**src/rtl/grant_logic.sv**
```systemverilog
// Three-requester round-robin bus arbiter. A grant is held until its owner
// releases it; the next owner is searched for starting after the last one served.
module grant_logic (
    input  logic       Clock,
    input  logic       Resetn,
    input  logic [3:0] i_request,
    output logic [1:3] o_grant
);

    // The encoding doubles as the owner's requester number (G1 = 1, ...).
    typedef enum logic [1:0] {
        IDLE = 2'd0,
        G1   = 2'd1,
        G2   = 2'd2,
        G3   = 2'd3
    } state_t;

    state_t     state;
    state_t     state_next;
    logic [1:0] last;
    logic [1:0] last_next;
    logic [1:0] owner;
    logic [3:0] req;
    logic       unused_req0;

    // Bit 0 is a reserved slot; masking it means it can never be picked.
    assign req         = {i_request[3:1], 1'b0};
    assign unused_req0 = i_request[0];
    assign owner       = state;

    // First requester found round-robin strictly after 'from', or 0 if none.
    function automatic logic [1:0] rr_pick(input logic [3:0] r, input logic [1:0] from);
        logic [1:0] cand;
        logic [1:0] pick;
        cand = from;
        pick = 2'd0;
        for (int i = 0; i < 3; i++) begin
            cand = (cand == 2'd3) ? 2'd1 : cand + 2'd1;
            if (pick == 2'd0 && r[cand]) begin
                pick = cand;
            end
        end
        return pick;
    endfunction

    // NOTE: every output of this block gets a default first, so no path can
    // leave one unassigned and infer a latch.
    always_comb begin
        state_next = state;
        last_next  = last;
        if (state == IDLE) begin
            state_next = state_t'(rr_pick(req, last));
        end else if (!req[owner]) begin
            // Release: hand over directly, no idle bubble between owners.
            last_next  = owner;
            state_next = state_t'(rr_pick(req, owner));
        end
    end

    // NOTE: sequential state uses non-blocking assignments so every register
    // samples the pre-edge values of the others.
    always_ff @(posedge Clock or negedge Resetn) begin
        if (!Resetn) begin
            state <= IDLE;
            last  <= 2'd3;
        end else begin
            state <= state_next;
            last  <= last_next;
        end
    end

    // Moore decode: the grant depends on the state register only.
    always_comb begin
        o_grant = 3'b000;
        case (state)
            G1:      o_grant = 3'b100;
            G2:      o_grant = 3'b010;
            G3:      o_grant = 3'b001;
            default: o_grant = 3'b000;
        endcase
    end

endmodule

```
**config.mk**
```make
export PLATFORM = sky130hd
export DESIGN_NAME = grant_logic
export DESIGN_NICKNAME = d
export VERILOG_FILES = /design/src/rtl/grant_logic.sv
export SDC_FILE = /design/constraint.sdc
export NUM_CORES = 1
export LEC_CHECK = 0
export BUFFER_PORTS_ARGS = -buffer_cell sky130_fd_sc_hd__clkbuf_2
export CELL_PAD_IN_SITES_DETAIL_PLACEMENT = 1
export CELL_PAD_IN_SITES_GLOBAL_PLACEMENT = 1
export CORE_UTILIZATION = 39
export CTS_CLUSTER_DIAMETER = 50
export DETAILED_ROUTE_END_ITERATION = 7
export PLACE_DENSITY = 0.75
export SKIP_LAST_GASP = 1
export SLEW_MARGIN = 0
export SYNTH_ARGS = -nofsm -noshare
export SYNTH_HDL_FRONTEND = slang
export SYNTH_SLANG_ARGS = --single-unit
```
**constraint.sdc**
```tcl
create_clock -name Clock -period 2.5 [get_ports Clock]
set_input_delay 0.625 -clock Clock [delete_from_list [all_inputs] [get_ports Clock]]
set_output_delay 0.625 -clock Clock [all_outputs]
set_load 0.01 [all_outputs]
```
Yosys cells after proc, flatten, opt, wreduce, memory -nomap -nowiden
Cells that the tools add are included.
{"block": "word_totals", "mem_bits_rw": 0, "n_memories": 0, "wordCells": 71, "output_inout_bits": 3, "latchBits": 0, "register_bits": 4, "romBits": 0, "inputBits": 6}
{"block": "classes", "eq_ne": 9, "mul": 0, "n_lt_le_gt_ge": 7, "muxes": 35, "n_shift": 0, "div_mod_pow": 0, "reduce_logical": 10, "n_addsub": 6, "bitwise_logic": 2}
{"cell": "2-bit 2-to-1 mux", "count": 20}
{"cell": "2-bit by 3-bit less-than comparator with 1-bit output (second input constant)", "count": 7}
{"cell": "1-bit binary-select mux with 2-bit select", "count": 7}
{"cell": "2-bit equality test (second input constant)", "count": 7}
{"cell": "2-bit by 1-bit adder with 2-bit output (second input constant)", "count": 6}
{"cell": "2-bit zero test", "count": 5}
{"cell": "3-bit one-hot mux with 3 select lines", "count": 1}
{"cell": "1-bit 2-to-1 mux", "count": 7}
{"cell": "1-bit logical AND", "count": 4}
{"cell": "2-bit by 1-bit equality test with 1-bit output (second input constant)", "count": 1}
{"cell": "2-bit != test (second input constant)", "count": 1}
{"cell": "1-bit inverter", "count": 2}
{"cell": "2-bit AND reduction", "count": 1}

Logic depth before layout (Yosys ltp)
{"block": "depth", "ltp_word": 17, "mapped_depth": 7, "mapped_depth_nobuf": 7}

Least setup slack after synthesis
Ideal clock, no wire load.
{"block": "synth_timing", "kind": "register to register", "start": "register last[0]", "end": "register state[1], in the netlist owner[1]", "synth_period_minus_slack_ps": 1797, "stages_incl_launch_ff": 8, "arrival_ps": 1702, "t_required_ps": 2405, "slack_ps": 703, "setup_ps": 95, "n_path_buf": 0, "path_cell_list": "dfstp_2 inv_1 ha_1 or2_2 a32oi_1 nor3b_1 o21ai_0 o31ai_1"}
{"block": "synth_via", "elab_chain_len": 14, "elab_cells_between_ends": 25, "cone_classes": "3 x add/sub; 3 x eq/ne; 15 x mux; 4 x reduce/logical"}
{"element": "from (decl)", "line_no": "20", "source": "logic [1:0] last;"}
{"element": "from (signal assigned)", "line_no": "68", "source": "last <= last_next;"}
{"element": "2-bit by 1-bit adder with 2-bit output or 2-bit equality test (tied branches)", "line_no": "38", "source": "cand = (cand == 2'd3) ? 2'd1 : cand + 2'd1;"}
{"element": "2-bit 2-to-1 mux (*)", "line_no": "38"}
{"element": "branches (longest 10 deep; another with 2-bit by 1-bit adder with 2-bit output)"}
{"element": "2-bit 2-to-1 mux (*)", "line_no": "39", "source": "if (pick == 2'd0 && r[cand]) begin"}
{"element": "2-bit 2-to-1 mux (*)", "line_no": "51", "source": "if (state == IDLE) begin"}
{"element": "to (signal assigned)", "line_no": "67", "source": "state <= state_next;"}
{"element": "to (decl)", "line_no": "18", "source": "state_t state;"}
Mark *: on every way between the ends. The select of a mux whose other input is x is not followed.
A chain may end at the register's enable or synchronous reset.

Final worst setup path
{"block": "layout_timing", "start": "register state[0], in the netlist owner[0]", "end": "register state[0], in the netlist owner[0]"}
{"block": "layout_via", "elab_chain_len": 17, "elab_cells_between_ends": 32, "cone_classes": "3 x add/sub; 4 x eq/ne; 20 x mux; 5 x reduce/logical"}
{"element": "2-bit by 1-bit adder with 2-bit output or 2-bit equality test (tied branches)", "line_no": "38"}
{"element": "2-bit 2-to-1 mux", "line_no": "38"}
{"element": "1-bit binary-select mux with 2-bit select", "line_no": "39"}
{"element": "1-bit 2-to-1 mux (implied by the code)", "line_no": "39"}
{"element": "2-bit 2-to-1 mux", "line_no": "39"}
{"element": "2-bit 2-to-1 mux", "line_no": "53", "source": "end else if (!req[owner]) begin"}
{"element": "2-bit 2-to-1 mux", "line_no": "51"}
{"element": "2-bit zero test", "line_no": "39"}
{"element": "1-bit logical AND", "line_no": "39"}
{"element": "2-bit 2-to-1 mux", "line_no": "39"}
{"element": "2-bit 2-to-1 mux", "line_no": "53"}
{"element": "2-bit 2-to-1 mux", "line_no": "51"}
{"element": "2-bit zero test", "line_no": "39"}
{"element": "1-bit logical AND", "line_no": "39"}
{"element": "2-bit 2-to-1 mux", "line_no": "39"}
{"element": "2-bit 2-to-1 mux", "line_no": "53"}
{"element": "2-bit 2-to-1 mux", "line_no": "51"}
Several ways; a longest one is shown, not always the timed one. The select of a mux whose other input is x is not followed.

==> results.sh <==
export IMPL_hpwl_um=937
export IMPL_drc=0
export IMPL_grt_max_degree=10
export IMPL_reg2reg_depth=7
export IMPL_syn_num_nets=74
export IMPL_worst_pin_slew_ns=0.353
export IMPL_crit_start="owner[0]$_DFFE_PN0P_"
export IMPL_grt_use_total_pct=19.9
export IMPL_cp_end_kind="flip-flop"
export IMPL_cts_buffers=3
export IMPL_dp_cells=80
export IMPL_fp_coreArea_mm2=0.00117
export IMPL_syn_inst=60
export IMPL_clk_latency_ns=0.23
export IMPL_cts_root_buf="clkbuf_4"
export IMPL_cp_arrival_ns=2.10
export IMPL_path_clk_slew_ns=0.04
export IMPL_finalSetupViolations=0
export IMPL_drive_gt1_share_pct=20.3
export IMPL_place_ws_ns=0.483
export IMPL_synth_distinct_cells=26
export IMPL_p_leak_uw=0.000288
export IMPL_first_iter_violations=2
export IMPL_start_util_pct=43.9
export IMPL_hold_buffers=0
export IMPL_final_cell_count_no_fill=83
export IMPL_r2r_start="owner[0]$_DFFE_PN0P_"
export IMPL_grt_overflow=0
export IMPL_antenna_found_initial=0
export IMPL_setup_ws_ns=0.504
export IMPL_ios=9
export IMPL_routed_wl_mm=1.17
export IMPL_startpoint_type="flip-flop"
export IMPL_maxCapViolCount=0
export IMPL_core_rowCount=12
export IMPL_status="complete, no violations"
export IMPL_firstDrtPassIters=2
export IMPL_via_per_inst=5.75
export IMPL_rr_endpoint="owner[0]$_DFFE_PN0P_"
export IMPL_io_buffer_count=7
export IMPL_yosys_register_bits=4
export IMPL_crit_path_end="owner[0]$_DFFE_PN0P_"
export IMPL_wl_per_cell_um=14.1
export IMPL_clock_sinks=4
export IMPL_finish_utilization_pct=49.7
export IMPL_htree_levels=1
export IMPL_route_vias_total=477
export IMPL_ir_drop_mv=0.499
export IMPL_post_cts_setup_buffers=0
export IMPL_synth_async_sr_flop_share_pct=100
export IMPL_fmax_ghz=0.501
export IMPL_path_max_fanout=7
export IMPL_synthesis_area_um2=514
export IMPL_yosys_warnings=0
export IMPL_crit_type="reg -> reg"
export IMPL_fin_skew_ns=0.00389
export IMPL_antenna_cells=0
export IMPL_post_route_period_util_pct=79.8
export IMPL_rsz0062_at_grt="no"
export IMPL_gp_congestion=0.814
export IMPL_grt_pass1_vias=427
export IMPL_cp_required_ns=2.61
export IMPL_cts_buffer_depth=2
export IMPL_finalNetCount=85
export IMPL_area_growth_synth_to_final_pct=13.1
export IMPL_syn_area_per_cell_um2=8.57
export IMPL_ctsResizeCount=0
export IMPL_cts_tree="yes"
export IMPL_holdWs_ns=0.189
export IMPL_ant_nets=0
export IMPL_hold_violations=0
export IMPL_relSlewSlack_pct=76.2
export IMPL_powerDensity_mw_per_mm2=1440
export IMPL_setup_tns_final_ns=0
export IMPL_synth_edf_count=0
export IMPL_hold_class="in -> async"
export IMPL_die_area_mm2=0.00147
export IMPL_ys_flop_type="dfstp_2"
export IMPL_die_y_um=38.3
export IMPL_finalCriticalPeriod_ns=2.00
export IMPL_grt_first_pass_wirelength_mm=2.02
export IMPL_maxSlewViolCount=0
export IMPL_fp_dieW_um=38.3
export IMPL_seq_area_frac_synth_pct=20.0
export IMPL_ff2ff_setup_slack_ns=0.50
-- how the worst min path moves through the flow --
stage	cells past startpoint	end
final	1	owner[1]$_DFFE_PN0P_
after global routing	1	owner[1]$_DFFE_PN0P_
after CTS	1	owner[1]$_DFFE_PN0P_
after detailed placement	1	owner[1]$_DFFE_PN0P_
after global placement	1	owner[1]$_DFFE_PN0P_
after floorplan	0	owner[0]$_DFFE_PN0P_
-- synth_stat cells (all sizes together), types with 2 or more instances --
library cell	count	area (um2)
a21oi	2	10.0
a22o	3	26.3
dfrtp	2	50.1
dfstp	2	52.6
ha	8	100
inv	5	18.8
mux2i	7	70.1
nand2	4	15.0
nand3	2	10.0
nor2	5	18.8
nor3b	2	15.0
o21ai	3	15.0
o31ai	2	15.0
-- cell usage in the layout (no fill, tap or decap) --
| cell | n |
|---|---|
| a22o_1 | 3 |
| inv_1 | 5 |
| nor2b_1 | 1 |
| nor3b_1 | 2 |
| clkbuf_4 | 3 |
| dfrtp_1 | 2 |
| a21oi_1 | 2 |
| a211oi_1 | 1 |
| a32oi_1 | 1 |
| o22ai_1 | 1 |
| a21o_1 | 1 |
| or2_2 | 1 |
| o311ai_0 | 1 |
| nand2_1 | 4 |
| nor2_1 | 5 |
| and3_1 | 1 |
| clkbuf_2 | 7 |
| mux2_2 | 1 |
| mux2i_1 | 7 |
| o21ai_0 | 3 |
| o31ai_1 | 2 |
| ha_1 | 8 |
| o21bai_1 | 1 |
| nand2b_1 | 1 |
| and2b_1 | 1 |
| dfstp_2 | 2 |
| nand3_1 | 2 |
-- worst max-delay path: stages, from the launching register on --
cell and delay, ns:
dfrtp_1 0.44, inv_1 0.16, ha_1 0.35, mux2i_1 0.22
o22ai_1 0.09, a21oi_1 0.20, o311ai_0 0.18, a22o_1 0.25
-- flip-flops by register name, summed over array words and instances, names as in the netlist --
name   flops
last       2
owner      2
-- final cells by class --
| type | instances | area [um2] |
|---|---|---|
| Multi-Input combinational cell | 50 | 385 |
| Timing Repair Buffer | 7 | 35.0 |
| Fill cell | 153 | 589 |
| Clock buffer | 3 | 22.5 |
| Tap cell | 14 | 17.5 |
| Inverter | 5 | 18.8 |
| Sequential cell | 4 | 103 |
-- logic make-up (layout without fill, tap and decap cells) --
family,count (synthesis),after routing,synth area share [%]
compound gates,16,16,21.9
fa+ha+maj,8,8,19.5
buf+inv,6,15,5.11
flops,4,4,20.0
mux,8,8,15.8
simple gates,18,18,17.8
-- where the power goes --
group          leakage, uW  internal [uW]  total [uW]  switching, uW
sequential       0.0000440            115         158           43.5
clock            0.0000138           53.5        77.1           23.6
combinational     0.000231            286         604            318
total             0.000288            454         840            385
-- layer usage --
metal	global-route usage, %	vias up	share of wire (%)
li1	-	241	-
met1	26.4	230	49
met2	32.6	6	49
met3	1.74	0	1.5
met4	8.04	0	0
met5	0	-	0
-- through the flow --
step / cell area (um2) / power, uW
4_1_cts: 582 / 855
5_1_grt: 582 / 950
2_1_floorplan: 514 / 632
3_5_place_dp: 559 / 771
3_3_place_gp: 559 / 750
6_report: 582 / 840
Note: power is estimated with default switching activity, not from simulation.
